===== src/rtl/jogador_automatico_pkg.sv =====
// Shared types and constants for the automated memory-game player.
// Build option: JOGADOR_ERRO_EN (see jogador_automatico.sv).
package jogador_pkg;

    typedef enum logic [3:0] {
        OCIOSO    = 4'd0,
        INICIA    = 4'd1,
        ESCUTA    = 4'd2,
        CAPTURA   = 4'd3,
        PRESSIONA = 4'd4,
        SOLTA     = 4'd5,
        FIM       = 4'd15
    } estado_t;

    localparam int MEM_DEPTH = 16;
    localparam int ADDR_W    = 4;
    localparam int CNT_W     = 16;

    // Deliberately wrong button: left rotation of the stored pattern.
    function automatic logic [3:0] rotl4(input logic [3:0] v);
        return {v[2:0], v[3]};
    endfunction

endpackage


===== src/rtl/jogador_automatico_if.sv =====
// Signals between the automated player and the memory game.
interface jogador_automatico_if;

    logic       iniciar;
    logic [3:0] botoes;
    logic [3:0] leds;
    logic       ganhou;
    logic       perdeu;
    logic       pronto;

    modport master (
        output iniciar, botoes,
        input  leds, ganhou, perdeu, pronto
    );

    modport slave (
        input  iniciar, botoes,
        output leds, ganhou, perdeu, pronto
    );

endinterface


===== src/rtl/jogador_automatico_memoria_jogadas.sv =====
// 16x4 register file holding one round of captured display patterns.
// Synchronous write, asynchronous read, contents are never reset.
module memoria_jogadas
    import jogador_pkg::*;
(
    input  logic              clock,
    input  logic              we,
    input  logic [ADDR_W-1:0] waddr,
    input  logic [3:0]        wdata,
    input  logic [ADDR_W-1:0] raddr,
    output logic [3:0]        rdata
);

    logic [3:0] mem_q [MEM_DEPTH];

    always_ff @(posedge clock) begin
        if (we) begin
            mem_q[waddr] <= wdata;
        end
    end

    assign rdata = mem_q[raddr];

endmodule


===== src/rtl/jogador_automatico.sv =====
// Automated player: captures each round's display and replays it as timed presses.
// Build option: define JOGADOR_ERRO_EN to corrupt the last press of round ERRO_RODADA.
module jogador_automatico
    import jogador_pkg::*;
#(
    parameter int PRESS_CYCLES = 100,
    parameter int GAP_CYCLES   = 100,
    parameter int IDLE_CYCLES  = 50,
    parameter int START_CYCLES = 5,
    parameter int ERRO_RODADA  = 3
) (
    input  logic                 clock,
    input  logic                 reset,
    input  logic                 habilitar,
    jogador_automatico_if.master jogo,
    output logic                 terminou,
    output logic                 venceu,
    output logic [3:0]           db_estado,
    output logic [4:0]           db_contagem,
    output logic [4:0]           db_rodada
);

    localparam logic [3:0] ST_OCIOSO    = OCIOSO;
    localparam logic [3:0] ST_INICIA    = INICIA;
    localparam logic [3:0] ST_ESCUTA    = ESCUTA;
    localparam logic [3:0] ST_CAPTURA   = CAPTURA;
    localparam logic [3:0] ST_PRESSIONA = PRESSIONA;
    localparam logic [3:0] ST_SOLTA     = SOLTA;
    localparam logic [3:0] ST_FIM       = FIM;

    localparam logic [CNT_W-1:0] PRESS_LD  = CNT_W'(PRESS_CYCLES - 1);
    localparam logic [CNT_W-1:0] GAP_LD    = CNT_W'(GAP_CYCLES - 1);
    localparam logic [CNT_W-1:0] START_LD  = CNT_W'(START_CYCLES - 1);
    localparam logic [CNT_W-1:0] IDLE_LAST = CNT_W'(IDLE_CYCLES - 1);
    localparam logic [CNT_W-1:0] IDLE_MAX  = CNT_W'(IDLE_CYCLES);
    localparam logic [4:0]       CHEIO     = 5'(MEM_DEPTH);

    logic [3:0]        state_q,    state_d;
    logic [CNT_W-1:0]  cnt_q,      cnt_d;
    logic [CNT_W-1:0]  idle_q,     idle_d;
    logic [4:0]        count_q,    count_d;
    logic [ADDR_W-1:0] addr_q,     addr_d;
    logic [4:0]        rodada_q,   rodada_d;
    logic              iniciar_q,  iniciar_d;
    logic [3:0]        botoes_q,   botoes_d;
    logic              terminou_q, terminou_d;
    logic              venceu_q,   venceu_d;
    logic              hab_prev_q, hab_prev_d;

    logic              mem_we;
    logic [ADDR_W-1:0] mem_raddr;
    logic [3:0]        mem_rdata;
    logic [3:0]        press_val;
    logic              status;

    memoria_jogadas u_mem (
        .clock (clock),
        .we    (mem_we),
        .waddr (count_q[ADDR_W-1:0]),
        .wdata (jogo.leds),
        .raddr (mem_raddr),
        .rdata (mem_rdata)
    );

    // The read port always points at the entry the next press will load.
    always_comb begin
        mem_raddr = (state_q == ST_SOLTA) ? addr_q + 1'b1 : '0;
        press_val = mem_rdata;
`ifdef JOGADOR_ERRO_EN
        if (rodada_q == 5'(ERRO_RODADA) && {1'b0, mem_raddr} == count_q - 5'd1) begin
            press_val = rotl4(mem_rdata);
        end
`endif
    end

`ifndef JOGADOR_ERRO_EN
    logic unused_erro;
    assign unused_erro = ^ERRO_RODADA;
`endif

    assign status = jogo.ganhou | jogo.perdeu | jogo.pronto;

    always_comb begin
        state_d    = state_q;
        cnt_d      = cnt_q;
        idle_d     = idle_q;
        count_d    = count_q;
        addr_d     = addr_q;
        rodada_d   = rodada_q;
        iniciar_d  = iniciar_q;
        botoes_d   = botoes_q;
        terminou_d = terminou_q;
        venceu_d   = venceu_q;
        hab_prev_d = habilitar;
        mem_we     = 1'b0;

        case (state_q)
            ST_OCIOSO: begin
                iniciar_d  = 1'b0;
                botoes_d   = 4'd0;
                terminou_d = 1'b0;
                venceu_d   = 1'b0;
                if (habilitar) begin
                    state_d   = ST_INICIA;
                    iniciar_d = 1'b1;
                    cnt_d     = START_LD;
                end
            end
            ST_INICIA: begin
                if (cnt_q == '0) begin
                    state_d   = ST_ESCUTA;
                    iniciar_d = 1'b0;
                    count_d   = '0;
                    rodada_d  = '0;
                    idle_d    = '0;
                end else begin
                    cnt_d = cnt_q - 1'b1;
                end
            end
            ST_ESCUTA: begin
                if (jogo.leds != 4'd0) begin
                    mem_we  = (count_q != CHEIO);
                    state_d = ST_CAPTURA;
                end else if (idle_q < IDLE_MAX) begin
                    idle_d = idle_q + 1'b1;
                    if (idle_q == IDLE_LAST && count_q != '0) begin
                        state_d  = ST_PRESSIONA;
                        addr_d   = '0;
                        botoes_d = press_val;
                        cnt_d    = PRESS_LD;
                    end
                end
            end
            ST_CAPTURA: begin
                if (jogo.leds == 4'd0) begin
                    count_d = (count_q == CHEIO) ? CHEIO : count_q + 5'd1;
                    idle_d  = '0;
                    state_d = ST_ESCUTA;
                end
            end
            ST_PRESSIONA: begin
                if (cnt_q == '0) begin
                    state_d  = ST_SOLTA;
                    botoes_d = 4'd0;
                    cnt_d    = GAP_LD;
                end else begin
                    cnt_d = cnt_q - 1'b1;
                end
            end
            ST_SOLTA: begin
                if (cnt_q != '0) begin
                    cnt_d = cnt_q - 1'b1;
                end else if ({1'b0, addr_q} == count_q - 5'd1) begin
                    state_d  = ST_ESCUTA;
                    rodada_d = rodada_q + 5'd1;
                    count_d  = '0;
                    idle_d   = '0;
                end else begin
                    state_d  = ST_PRESSIONA;
                    addr_d   = addr_q + 1'b1;
                    botoes_d = press_val;
                    cnt_d    = PRESS_LD;
                end
            end
            ST_FIM: begin
                botoes_d   = 4'd0;
                iniciar_d  = 1'b0;
                terminou_d = 1'b1;
                if (habilitar && !hab_prev_q) begin
                    state_d    = ST_INICIA;
                    iniciar_d  = 1'b1;
                    cnt_d      = START_LD;
                    terminou_d = 1'b0;
                    venceu_d   = 1'b0;
                end
            end
            default: begin
                state_d = ST_OCIOSO;
            end
        endcase

        // Game status wins over everything once a game is under way.
        if (status && state_q != ST_OCIOSO && state_q != ST_INICIA && state_q != ST_FIM) begin
            state_d    = ST_FIM;
            venceu_d   = jogo.ganhou;
            terminou_d = 1'b1;
            botoes_d   = 4'd0;
            iniciar_d  = 1'b0;
            mem_we     = 1'b0;
        end
    end

    always_ff @(posedge clock) begin
        if (reset) begin
            state_q    <= ST_OCIOSO;
            cnt_q      <= '0;
            idle_q     <= '0;
            count_q    <= '0;
            addr_q     <= '0;
            rodada_q   <= '0;
            iniciar_q  <= 1'b0;
            botoes_q   <= 4'd0;
            terminou_q <= 1'b0;
            venceu_q   <= 1'b0;
            hab_prev_q <= 1'b0;
        end else begin
            state_q    <= state_d;
            cnt_q      <= cnt_d;
            idle_q     <= idle_d;
            count_q    <= count_d;
            addr_q     <= addr_d;
            rodada_q   <= rodada_d;
            iniciar_q  <= iniciar_d;
            botoes_q   <= botoes_d;
            terminou_q <= terminou_d;
            venceu_q   <= venceu_d;
            hab_prev_q <= hab_prev_d;
        end
    end

    assign jogo.iniciar = iniciar_q;
    assign jogo.botoes  = botoes_q;
    assign terminou     = terminou_q;
    assign venceu       = venceu_q;
    assign db_estado    = state_q;
    assign db_contagem  = count_q;
    assign db_rodada    = rodada_q;

endmodule


===== src/flat_wrapper.sv =====
// flat-port wrapper written by rule: the top's interface ports become plain ports
module jogador_automatico_flat import jogador_pkg::*;
#(
    parameter int PRESS_CYCLES = 100,
    parameter int GAP_CYCLES   = 100,
    parameter int IDLE_CYCLES  = 50,
    parameter int START_CYCLES = 5,
    parameter int ERRO_RODADA  = 3
)
  (clock, reset, habilitar, terminou, venceu, db_estado, db_contagem, db_rodada, jogo_iniciar, jogo_botoes, jogo_leds, jogo_ganhou, jogo_perdeu, jogo_pronto);
  jogador_automatico_if jogo_i ();
  input  logic clock;
  input  logic reset;
  input  logic habilitar;
  output logic terminou;
  output logic venceu;
  output logic [3:0] db_estado;
  output logic [4:0] db_contagem;
  output logic [4:0] db_rodada;
  output wire logic [$bits(jogo_i.iniciar)-1:0] jogo_iniciar;
  output wire logic [$bits(jogo_i.botoes)-1:0] jogo_botoes;
  input wire logic [$bits(jogo_i.leds)-1:0] jogo_leds;
  input wire logic [$bits(jogo_i.ganhou)-1:0] jogo_ganhou;
  input wire logic [$bits(jogo_i.perdeu)-1:0] jogo_perdeu;
  input wire logic [$bits(jogo_i.pronto)-1:0] jogo_pronto;
  assign jogo_iniciar = jogo_i.iniciar;
  assign jogo_botoes = jogo_i.botoes;
  assign jogo_i.leds = jogo_leds;
  assign jogo_i.ganhou = jogo_ganhou;
  assign jogo_i.perdeu = jogo_perdeu;
  assign jogo_i.pronto = jogo_pronto;
  jogador_automatico #(.PRESS_CYCLES(PRESS_CYCLES), .GAP_CYCLES(GAP_CYCLES), .IDLE_CYCLES(IDLE_CYCLES), .START_CYCLES(START_CYCLES), .ERRO_RODADA(ERRO_RODADA)) u_core (.clock(clock), .reset(reset), .habilitar(habilitar), .jogo(jogo_i), .terminou(terminou), .venceu(venceu), .db_estado(db_estado), .db_contagem(db_contagem), .db_rodada(db_rodada));
endmodule

===== config.mk =====
export PLATFORM = sky130hd
export DESIGN_NAME = jogador_automatico_flat
export DESIGN_NICKNAME = d
export VERILOG_FILES = /design/src/rtl/jogador_automatico_pkg.sv /design/src/rtl/jogador_automatico_if.sv /design/src/rtl/jogador_automatico_memoria_jogadas.sv /design/src/rtl/jogador_automatico.sv /design/src/flat_wrapper.sv
export SDC_FILE = /design/constraint.sdc
export NUM_CORES = 1
export LEC_CHECK = 0
export ABC_AREA = 1
export ABC_CLOCK_PERIOD_IN_PS = 4300
export BUFFER_PORTS_ARGS = -buffer_cell sky130_fd_sc_hd__buf_2
export CORE_MARGIN = 2
export CORE_UTILIZATION = 41
export DETAILED_ROUTE_END_ITERATION = 8
export GPL_TIMING_DRIVEN = 0
export HOLD_SLACK_MARGIN = 0.1
export PLACE_DENSITY_LB_ADDON = 0.12
export SLEW_MARGIN = 20
export SYNTH_ARGS = -nofsm -noshare
export SYNTH_HDL_FRONTEND = slang
export SYNTH_SLANG_ARGS = --single-unit

===== constraint.sdc =====
create_clock -name clock -period 4.3 [get_ports clock]
set_clock_uncertainty 0.05 [all_clocks]
set_input_delay 0.43 -clock clock [delete_from_list [all_inputs] [get_ports clock]]
set_output_delay 0.43 -clock clock [all_outputs]
set_load 0.005 [all_outputs]

==> metrics.md <==
| Metric | Value |
|---|---|
| Largest net degree at the start of global routing | `18` |
| DRC viols | `0` |
| Worst hold path class | `input port to register` |
| Net Count, Synth | `813` |
| Slowest stage delay, CP | `0.39 ns` |
| WL final | `16410 um` |
| PortBufs | `29` |
| Most frequent cells in the layout | `182 x nand2_1, 124 x nand3_1, 119 x nor2_1` |
| Fraction of layout cells with a size suffix above 1 | `14.15%` |
| Max-slew headroom | `59.84%` |
| Critical Path Source Type | `register` |
| GR Util All Layers | `21.29%` |
| Critical path endpoint category | `register` |
| Commonest non-fill, non-tap cell in the layout | `nand2_1` |
| Synth unique cells | `33` |
| Met2 WL | `7245 um` |
| Power per cell area | `635.2 nW/um2` |
| Die width | `127.9 um` |
| CP top delay family | `simple AND/OR/NAND/NOR gates` |
| Worst Path Arrival | `2.63 ns` |
| IO Pins | `31` |
| Hold Buf Count CTS | `0` |
| H-tree depth reported by CTS | `4` |
| Initial antenna violation count | `0` |
| Crit-path cells | `nor2_2, inv_1, nor2_2, inv_2, nand2_1, nor2_1, inv_2, nand2_1, nor2_2, nand2_1, nor2_1` |
| Worst EP required | `4.33 ns` |
| Final setup TNS | `0 ns` |
| DRT antenna net count | `0` |
| Die Y | `127.9 um` |
| CP Class | `register to register` |
| Via density per instance | `5.208` |
| Area Growth Syn to Fin | `15.37%` |
| Cell area after synthesis | `6291 um2` |
| Wire length on met1 | `7948 um` |
| Starting Density | `41.69%` |
| Wire per inst | `15.73 um` |
| Worst-margin pin slew | `0.6024 ns` |
| Minimum clock period | `2.601 ns` |
| CORE AREA | `15090 um2` |
| Inserted Diodes | `0` |
| Unrepaired setup endpoints after global routing | `false` |
| Final worst path period share | `60.49%` |
| Highest clock rate | `0.3844 GHz` |
| Vias in the first global route | `5235` |
| Layout Nets | `861` |
| Clk root buf | `clkbuf_16` |
| Fin. max-slew vios | `0` |
| Area after DPL | `6671 um2` |
| Highest routed layer | `met4` |
| Outcome | `complete, no violations` |
| CTS tree | `built` |
| # setup viols final | `0` |
| Final Hold Fails | `0` |
| Die Footprint | `16350 um2` |
| Post-DP HPWL | `11810 um` |
| CTS clk-pin slew, worst paths | `0.06 ns` |
| Slowest-stage cell, CP | `dfxtp_1` |
| Synth Area per Inst | `7.923 um2` |
| Leakage Power | `3.106 nW` |
| CTS Buf Count | `17` |
| First-pass GRT wire length | `26830 um` |
| GPL Wtd Cong | `0.9730` |
| Synth Instances | `794` |
| Synth warnings | `0` |
| Yosys reg bits | `122` |
| Met3 WL | `961 um` |
| Row count | `45` |
| Clk_lat worst skew | `0.42 ns` |
| Crit-path max FO | `7` |
| Gates resized, CTS repair | `0` |
| Setup Fix Bufs, Post-CTS | `0` |
| Max-Cap Viols | `0` |
| Total gr overflow | `0` |
| Maximum vdd drop | `0.0002993 V` |
| Design area | `7258 um2` |
| DRT Pass-1 Iters | `5` |
| CTS Buffer Depth | `2` |
| Post-synthesis sequential area ratio | `49.01%` |
| CP Buf/Inv Count | `3` |
| Sink Count | `122` |
| Detailed Route Iter0 Violations | `619` |
| Vias | `5432` |
[flip-flops by register name, indices dropped and copies added, names as in the netlist]
signal,count
u_core.db_rodada,5
u_core.db_estado,4
u_core.cnt_q,16
u_core.u_mem.mem_q,64
u_core.venceu,1
u_core.jogo.botoes,4
u_core.hab_prev_q,1
u_core.db_contagem,5
u_core.jogo.iniciar,1
u_core.idle_q,16
u_core.terminou,1
u_core.addr_q,4
[stage by stage]
stage / hold slack, ns / util [%] / std cells / total power, mW / setup slack [ns]
2_1_floorplan: 0.3668 / - / 794 / 2.780 / 2.194
5_1_grt: 0.2249 / 48.10 / 1043 / 4.958 / 1.451
3_3_place_gp: 0.3737 / 44.21 / 1011 / 3.171 / 1.802
3_5_place_dp: 0.3827 / 44.21 / 1011 / 3.207 / 1.774
4_1_cts: 0.2030 / 48.10 / 1043 / 4.631 / 1.722
6_report: 0.2172 / 48.10 / 1043 / 4.610 / 1.699
[path summary, 6_finish.rpt]
check / from / end / slack (ns) / cells past startpoint
setup / recovery: u_core.db_estado[2]$_SDFFE_PP0P_ / u_core.u_mem.mem_q[5][3]$_DFFE_PP_ / 1.70 / 11
hold / removal: habilitar / u_core.hab_prev_q$_SDFF_PP0_ / 0.22 / 3
setup reg to reg: u_core.db_estado[2]$_SDFFE_PP0P_ / u_core.u_mem.mem_q[5][3]$_DFFE_PP_ / 1.70 / 11
hold reg to reg: u_core.idle_q[15]$_SDFFE_PP0P_ / u_core.idle_q[15]$_SDFFE_PP0P_ / 0.39 / 2
[tightest hold or removal path, stage by stage]
cell,delay [ns]
buf_2,0.07
inv_1,0.07
nor2_1,0.09
[per-layer routing]
layer	vias to the layer above	global-route usage [%]
met5	-	0
met4	0	6.464
met3	24	4.967
met2	149	32.53
met1	2531	30.18
li1	2728	-
[Yosys cell counts]
cell	instances	area share [%]
a21boi_1	1	0.12
a21oi_1	25	2.0
a21oi_4	1	0.26
a41oi_1	1	0.14
buf_2	9	0.72
buf_4	4	0.48
buf_6	3	0.54
clkbuf_1	10	0.60
clkinv_2	1	0.079
dfxtp_1	58	18
edfxtp_1	64	31
ha_1	9	1.8
inv_1	69	4.1
inv_2	12	0.72
nand2_1	182	11
nand2_2	3	0.30
nand2_4	3	0.54
nand3_1	124	9.9
nand3_2	5	0.80
nand3b_1	4	0.48
nand4_1	12	1.2
nor2_1	119	7.1
nor2_2	10	0.99
nor2_4	6	1.1
nor3_1	9	0.72
nor3b_1	3	0.36
o2111ai_1	9	1.3
o211ai_1	1	0.12
o21ai_0	18	1.4
o21ai_1	1	0.079
or2_2	5	0.50
xnor2_1	4	0.56
xor2_1	9	1.3
[cell families after synthesis]
kind of cell               after synthesis  share of synthesized area, %
buffers and inverters                  108                         7.239
and+or+nand+nor                        485                         34.77
adders and majority gates                9                         1.790
xor gates and xnor gates                13                         1.810
AOI/OAI and AO/OA                       57                         5.390
DFF                                    122                         49.01
[final cells by class]
| type | count | area, um2 |
|---|---|---|
| sequential | 122 | 3083 |
| inverter | 82 | 309.0 |
| fill | 1490 | 7831 |
| clock buffer | 19 | 442.9 |
| multi-input combinational | 564 | 2753 |
| buffer | 26 | 146.4 |
| clock inverter | 13 | 143.9 |
| timing repair buffer | 29 | 145.1 |
| tap | 188 | 235.2 |
[power breakdown]
group / total [mW] / internal (mW) / switching [mW] / leakage [nW]
clock: 1.42 / 0.872 / 0.548 / 0.278
combinational: 1.77 / 0.583 / 1.18 / 1.78
sequential: 1.42 / 1.33 / 0.0972 / 1.05
total: 4.61 / 2.78 / 1.83 / 3.11
(Power assumes the default switching activity.)
